<file path="src/rtl/pencoder_42.sv">
// 4-to-2 priority encoder (I4 highest, I1 lowest) with registered outputs.
// O2/O1 carry the index of the highest asserted request; V flags that any
// request was present, which is the only thing separating "idle" from "I1".
// Outputs come straight from flops, so they hold steady between edges.
module pencoder_42 (
  input  logic clk,
  input  logic rst,
  input  logic I1,
  input  logic I2,
  input  logic I3,
  input  logic I4,
  output logic O1,
  output logic O2,
  output logic V
);

  typedef struct packed {
    logic [1:0] idx;
    logic       vld;
  } enc_t;

  enc_t enc_d;
  enc_t enc_q;

  // Priority resolve: the first asserted line from the top wins, lower lines are masked.
  always_comb begin
    enc_d = '0;
    if (I4)      enc_d = '{idx: 2'b11, vld: 1'b1};
    else if (I3) enc_d = '{idx: 2'b10, vld: 1'b1};
    else if (I2) enc_d = '{idx: 2'b01, vld: 1'b1};
    else if (I1) enc_d = '{idx: 2'b00, vld: 1'b1};
  end

  // Output register; reset takes precedence over the encoded value.
  always_ff @(posedge clk) begin
    if (rst) enc_q <= '0;
    else     enc_q <= enc_d;
  end

  assign O2 = enc_q.idx[1];
  assign O1 = enc_q.idx[0];
  assign V  = enc_q.vld;

endmodule

</file>
<file path="config.mk">
export PLATFORM = sky130hd
export DESIGN_NAME = pencoder_42
export DESIGN_NICKNAME = d
export VERILOG_FILES = /design/src/rtl/pencoder_42.sv
export SDC_FILE = /design/constraint.sdc
export NUM_CORES = 1
export LEC_CHECK = 0
export BUFFER_PORTS_ARGS = -buffer_cell sky130_fd_sc_hd__buf_4
export CAP_MARGIN = 30
export CORE_AREA = 2 2 39 41
export CTS_BUF_LIST = sky130_fd_sc_hd__clkbuf_8 sky130_fd_sc_hd__clkbuf_16
export CTS_CLUSTER_DIAMETER = 30
export DETAILED_ROUTE_END_ITERATION = 7
export DIE_AREA = 0 0 41 43
export GPL_ROUTABILITY_DRIVEN = 0
export SLEW_MARGIN = 20
export SYNTH_ARGS = -nofsm -noshare
export SYNTH_HDL_FRONTEND = slang
export SYNTH_SLANG_ARGS = --single-unit
</file>
<file path="constraint.sdc">
create_clock -name clk -period 0.8 [get_ports clk]
set_input_delay 0.08 -clock clk [delete_from_list [all_inputs] [get_ports clk]]
set_output_delay 0.08 -clock clk [all_outputs]
set_load 0.02 [all_outputs]
</file>
==> results.sh, run 1 <==
export IMPL_rsz0062_at_grt="no"
export IMPL_area_delta_synth_final_pct=131.6
export IMPL_die_width_um=41
export IMPL_slowest_stage="dfxtp_1"
export IMPL_power_leakage_nw=0.1078
export IMPL_dieArea_um2=1763
export IMPL_maxSlewViolCount=0
export IMPL_end_kind="output pin"
export IMPL_hp_class="in2reg"
export IMPL_antenna_found_initial=0
export IMPL_fin_nets=29
export IMPL_synth_seq_cells=3
export IMPL_drtPass1Iterations=1
export IMPL_drive_gt1_share_pct=54.55
export IMPL_dpl_worst_slack_ns=0.2586
export IMPL_cts_max_path_buffers=2
export IMPL_drtAntennaViolNets=0
export IMPL_grt_start_max_net_pins=4
export IMPL_tns_ns=0
export IMPL_synth_warnings=0
export IMPL_grt_pass1_vias=89
export IMPL_die_h_um=43
export IMPL_finalCritPeriodShare_pct=90.64
export IMPL_ys_seq_area_share_pct=63.16
export IMPL_wl_per_cell_um=6.289
export IMPL_status="completed"
export IMPL_cap_violations=0
export IMPL_hold_viol=0
export IMPL_grt_pass1_wl_um=310
export IMPL_synth_nets=16
export IMPL_path_depth=1
export IMPL_syn_area_um2=95.09
export IMPL_power_density_nw_per_um2=2933
export IMPL_vias=100
export IMPL_fin_ws_ns=0.07489
export IMPL_netlist_instances=10
export IMPL_worstPathCellList="buf_4"
export IMPL_worstPathRequired_ns=0.72
export IMPL_cts_buffers=3
export IMPL_numPortBuffers=8
export IMPL_final_seq_area_um2=60.06
export IMPL_start_kind="flip-flop"
export IMPL_drc=0
export IMPL_cp_data_arrival_time_ns=0.65
export IMPL_cts_root_buf="clkbuf_8"
export IMPL_dpl_cell_area_um2=175.2
export IMPL_cpLargestDelayFamily="flip-flops"
export IMPL_postCtsHoldBufs=0
export IMPL_cts_setup_buffers=0
export IMPL_row_count=14
export IMPL_tightest_slew_ns=0.1305
export IMPL_cts_tree="yes"
export IMPL_grt_usage_pct=3.511
export IMPL_fillers=155
export IMPL_cts_num_sinks=3
export IMPL_multi_input_area_um2=31.28
export IMPL_htreeDepth=1
export IMPL_via_per_inst=2.632
export IMPL_setup_viol=0
export IMPL_ios=9
export IMPL_endpoint="V"
export IMPL_wirelength_um=239
export IMPL_fin_crit_ns=0.7251
export IMPL_start_util_pct=6.872
export IMPL_syn_area_per_cell_um2=9.509
export IMPL_slowest_delay_ns=0.29
export IMPL_n_antenna_cell=0
export IMPL_maxSlewHeadroom_pct=91.30
export IMPL_clk_pin_slew_ns=0.03
export IMPL_core_um2=1384
export IMPL_ir_drop_uv=347.3
export IMPL_crit_path_start="V"
export IMPL_cp_max_fo=1
export IMPL_grt_ovfl_total=0
export IMPL_fmax_mhz=1379
export IMPL_power_total_w=0.0006459
export IMPL_cts_resized=0
export IMPL_stdcell_area_um2=220.2
export IMPL_worst_path_buf_inv=1
export IMPL_ys_types=6
export IMPL_crit_type="reg2out"
export IMPL_drt_iter0_markers=0
-- sequential cells by signal, summed over array words and instances, names as in the netlist --
signal,count
O2,1
O1,1
V,1
-- synth_stat cells, drive strengths merged --
library cell  count  area, um2
a21oi             2      13.76
dfxtp             3      60.06
inv               1      3.750
nand2b            1      6.260
nor2              3      11.26
-- stage by stage --
| stage | utilization [%] | hold WS [ns] | std cells |
|---|---|---|---|
| after global placement | 12.66 | 0.2604 | 34 |
| final | 15.91 | 0.04067 | 38 |
| after global routing | 15.91 | 0.04683 | 38 |
| after CTS | 15.91 | 0.03445 | 38 |
| after floorplan | - | 0.1424 | 10 |
| after detailed placement | 12.66 | 0.2603 | 34 |
-- placed cells by master (no fill, tap or decap), drive strengths merged --
master / Yosys / layout
nand2b: 1 / 1
dfxtp: 3 / 3
buf: 0 / 8
inv: 1 / 2
a21oi: 2 / 2
nor2: 3 / 3
clkbuf: 0 / 3
-- where the power goes --
| group | internal (W) | total (W) | leakage, nW | switching, W |
|---|---|---|---|---|
| Combinational | 0.0000333 | 0.0000620 | 0.0557 | 0.0000287 |
| Clock | 0.000326 | 0.000421 | 0.0269 | 0.0000949 |
| Sequential | 0.000161 | 0.000163 | 0.0252 | 0.00000216 |
-- layer usage --
layer | wire length, um | track usage (%)
met4 | 0 | 8.000
met3 | 57 | 1.571
met2 | 84 | 2.813
met5 | 0 | 0
met1 | 97 | 3.526
-- area by class of cell --
| class | count | area share (%) |
|---|---|---|
| flip-flops and latches | 3 | 27.27 |
| repair buffers | 8 | 27.27 |
| clock inverters | 1 | 1.705 |
| multi-input cells | 6 | 14.20 |
| clock buffers | 3 | 18.75 |
| well taps | 16 | 9.091 |
| inverters | 1 | 1.705 |
-- worst min-delay path by stage --
stage | startpoint | endpoint | slack (ns) | cells past startpoint
6_report | rst | O1 | 0.04 | 2
3_5_place_dp | rst | O1 | 0.26 | 2
3_3_place_gp | rst | O1 | 0.26 | 2
5_1_grt | rst | O1 | 0.05 | 2
4_1_cts | rst | O1 | 0.03 | 2
2_1_floorplan | rst | O1 | 0.14 | 1
-- logic make-up (layout without fill, tap and decap cells) --
family	after synthesis	in the layout	share of synthesized area, %
AO/OA/AOI/OAI	2	2	14.47
flip-flops	3	3	63.16
buffers and inverters	1	13	3.944
AND/OR/NAND/NOR	4	4	18.42
Note: power is estimated with default switching activity, not from simulation.
==> run 2, diff against run 1 <==
CELL_PAD_IN_SITES_DETAIL_PLACEMENT = 1   (was unset)
CELL_PAD_IN_SITES_GLOBAL_PLACEMENT = 1   (was unset)
PLACE_DENSITY_LB_ADDON = 0.1   (was unset)
REMOVE_ABC_BUFFERS = 1   (was unset)
==> results.sh, run 2 (synthesis gave the netlist of run 1 again) <==
export IMPL_status="completed"
export IMPL_ios=9
export IMPL_cp_data_arrival_time_ns=0.65
export IMPL_cts_num_sinks=3
export IMPL_tightest_slew_ns=0.1394
export IMPL_finalCritPeriodShare_pct=90.91
export IMPL_n_antenna_cell=0
export IMPL_hp_class="in2reg"
export IMPL_ir_drop_uv=478.8
export IMPL_die_h_um=43
export IMPL_end_kind="output pin"
export IMPL_htreeDepth=1
export IMPL_final_core_util_pct=15.91
export IMPL_power_total_w=0.0006493
export IMPL_antenna_found_initial=0
export IMPL_grt_usage_pct=4.409
export IMPL_p_int_w=0.0005204
export IMPL_cts_max_path_buffers=2
export IMPL_fillers=172
export IMPL_whs_path_depth=2
export IMPL_slowest_delay_ns=0.29
export IMPL_final_common_cell="buf_4"
export IMPL_cts_buffers=3
export IMPL_cts_resized=0
export IMPL_drtPass1Iterations=1
export IMPL_p_comb_share_pct=9.5
export IMPL_worst_path_buf_inv=1
export IMPL_fin_ws_ns=0.07275
export IMPL_drtAntennaViolNets=0
export IMPL_start_kind="flip-flop"
export IMPL_maxSlewHeadroom_pct=90.67
export IMPL_power_density_nw_per_um2=2949
export IMPL_grt_start_max_net_pins=4
export IMPL_setup_viol=0
export IMPL_drc=0
export IMPL_tns_ns=0
export IMPL_final_seq_area_um2=60.06
export IMPL_postCtsHoldBufs=0
export IMPL_clk_pin_slew_ns=0.03
export IMPL_seqPwrFrac_pct=25.1
export IMPL_slowest_stage="dfxtp_1"
export IMPL_drt_iter0_markers=0
export IMPL_grt_ovfl_total=0
export IMPL_dpl_cell_area_um2=175.2
export IMPL_worstPathRequired_ns=0.72
export IMPL_path_depth=1
export IMPL_cpLargestDelayFamily="flip-flops"
export IMPL_wl_per_cell_um=6.684
export IMPL_multi_input_area_um2=31.28
export IMPL_fmax_mhz=1375
export IMPL_core_um2=1384
export IMPL_power_switching_w=0.0001289
export IMPL_cts_tree="yes"
export IMPL_maxSlewViolCount=0
export IMPL_dpl_worst_slack_ns=0.2645
export IMPL_drive_gt1_share_pct=54.55
export IMPL_p_sw_share_pct=19.85
export IMPL_fin_nets=29
export IMPL_hold_viol=0
export IMPL_stdcell_area_um2=220.2
export IMPL_numPortBuffers=8
export IMPL_final_cell_mix="8 x buf_4, 3 x dfxtp_1, 3 x nor2_1, 3 x clkbuf_8, 2 x inv_1"
export IMPL_crit_type="reg2out"
export IMPL_wirelength_um=254
export IMPL_start_util_pct=6.872
export IMPL_worstPathCellList="buf_4"
export IMPL_grt_pass1_wl_um=393
export IMPL_area_delta_synth_final_pct=131.6
export IMPL_cap_violations=0
export IMPL_rsz0062_at_grt="no"
export IMPL_fin_crit_ns=0.7272
export IMPL_grt_pass1_vias=103
export IMPL_cts_root_buf="clkbuf_8"
export IMPL_power_leakage_nw=0.1078
export IMPL_die_width_um=41
export IMPL_via_per_inst=2.789
export IMPL_cp_max_fo=1
export IMPL_row_count=14
export IMPL_vias=106
export IMPL_dieArea_um2=1763
export IMPL_cts_setup_buffers=0
export IMPL_clockPowerShare_pct=65.4
==> run 2: through the flow <==
stage	instances	hold slack (ns)
final	38	0.03997
after global routing	38	0.03534
after CTS	38	0.03940
after detailed placement	34	0.2643
after global placement	34	0.2634
after floorplan	10	0.1424
==> run 2: layer usage <==
layer / global-route usage, % / part of all wire (%) / vias up
met2: 3.438 / 34 / 10
met4: 8.000 / 3.1 / 0
met1: 3.834 / 41 / 40
met3: 4.712 / 22 / 2
li1: - / - / 54
met5: 0 / 0 / -
==> run 2: power by group through the flow <==
stage	Sequential, W	Clock, W	Combinational (W)
2_1_floorplan	0.000178	0	0.0000112
3_3_place_gp	0.000165	0	0.0000631
3_5_place_dp	0.000165	0	0.0000628
4_1_cts	0.000163	0.000437	0.0000630
5_1_grt	0.000164	0.000468	0.0000674
6_report	0.000163	0.000424	0.0000618
==> run 2: path summary, 6_finish.rpt <==
path	startpoint	endpoint	slack (ns)
min	rst	O1	0.04
max	V	V	0.07
==> run 2: final cells by class <==
| type | instances | share of cell area [%] |
|---|---|---|
| well taps | 16 | 9.091 |
| clock buffers | 3 | 18.75 |
| inverters | 1 | 1.705 |
| clock inverters | 1 | 1.705 |
| repair buffers | 8 | 27.27 |
| multi-input cells | 6 | 14.20 |
| flip-flops and latches | 3 | 27.27 |
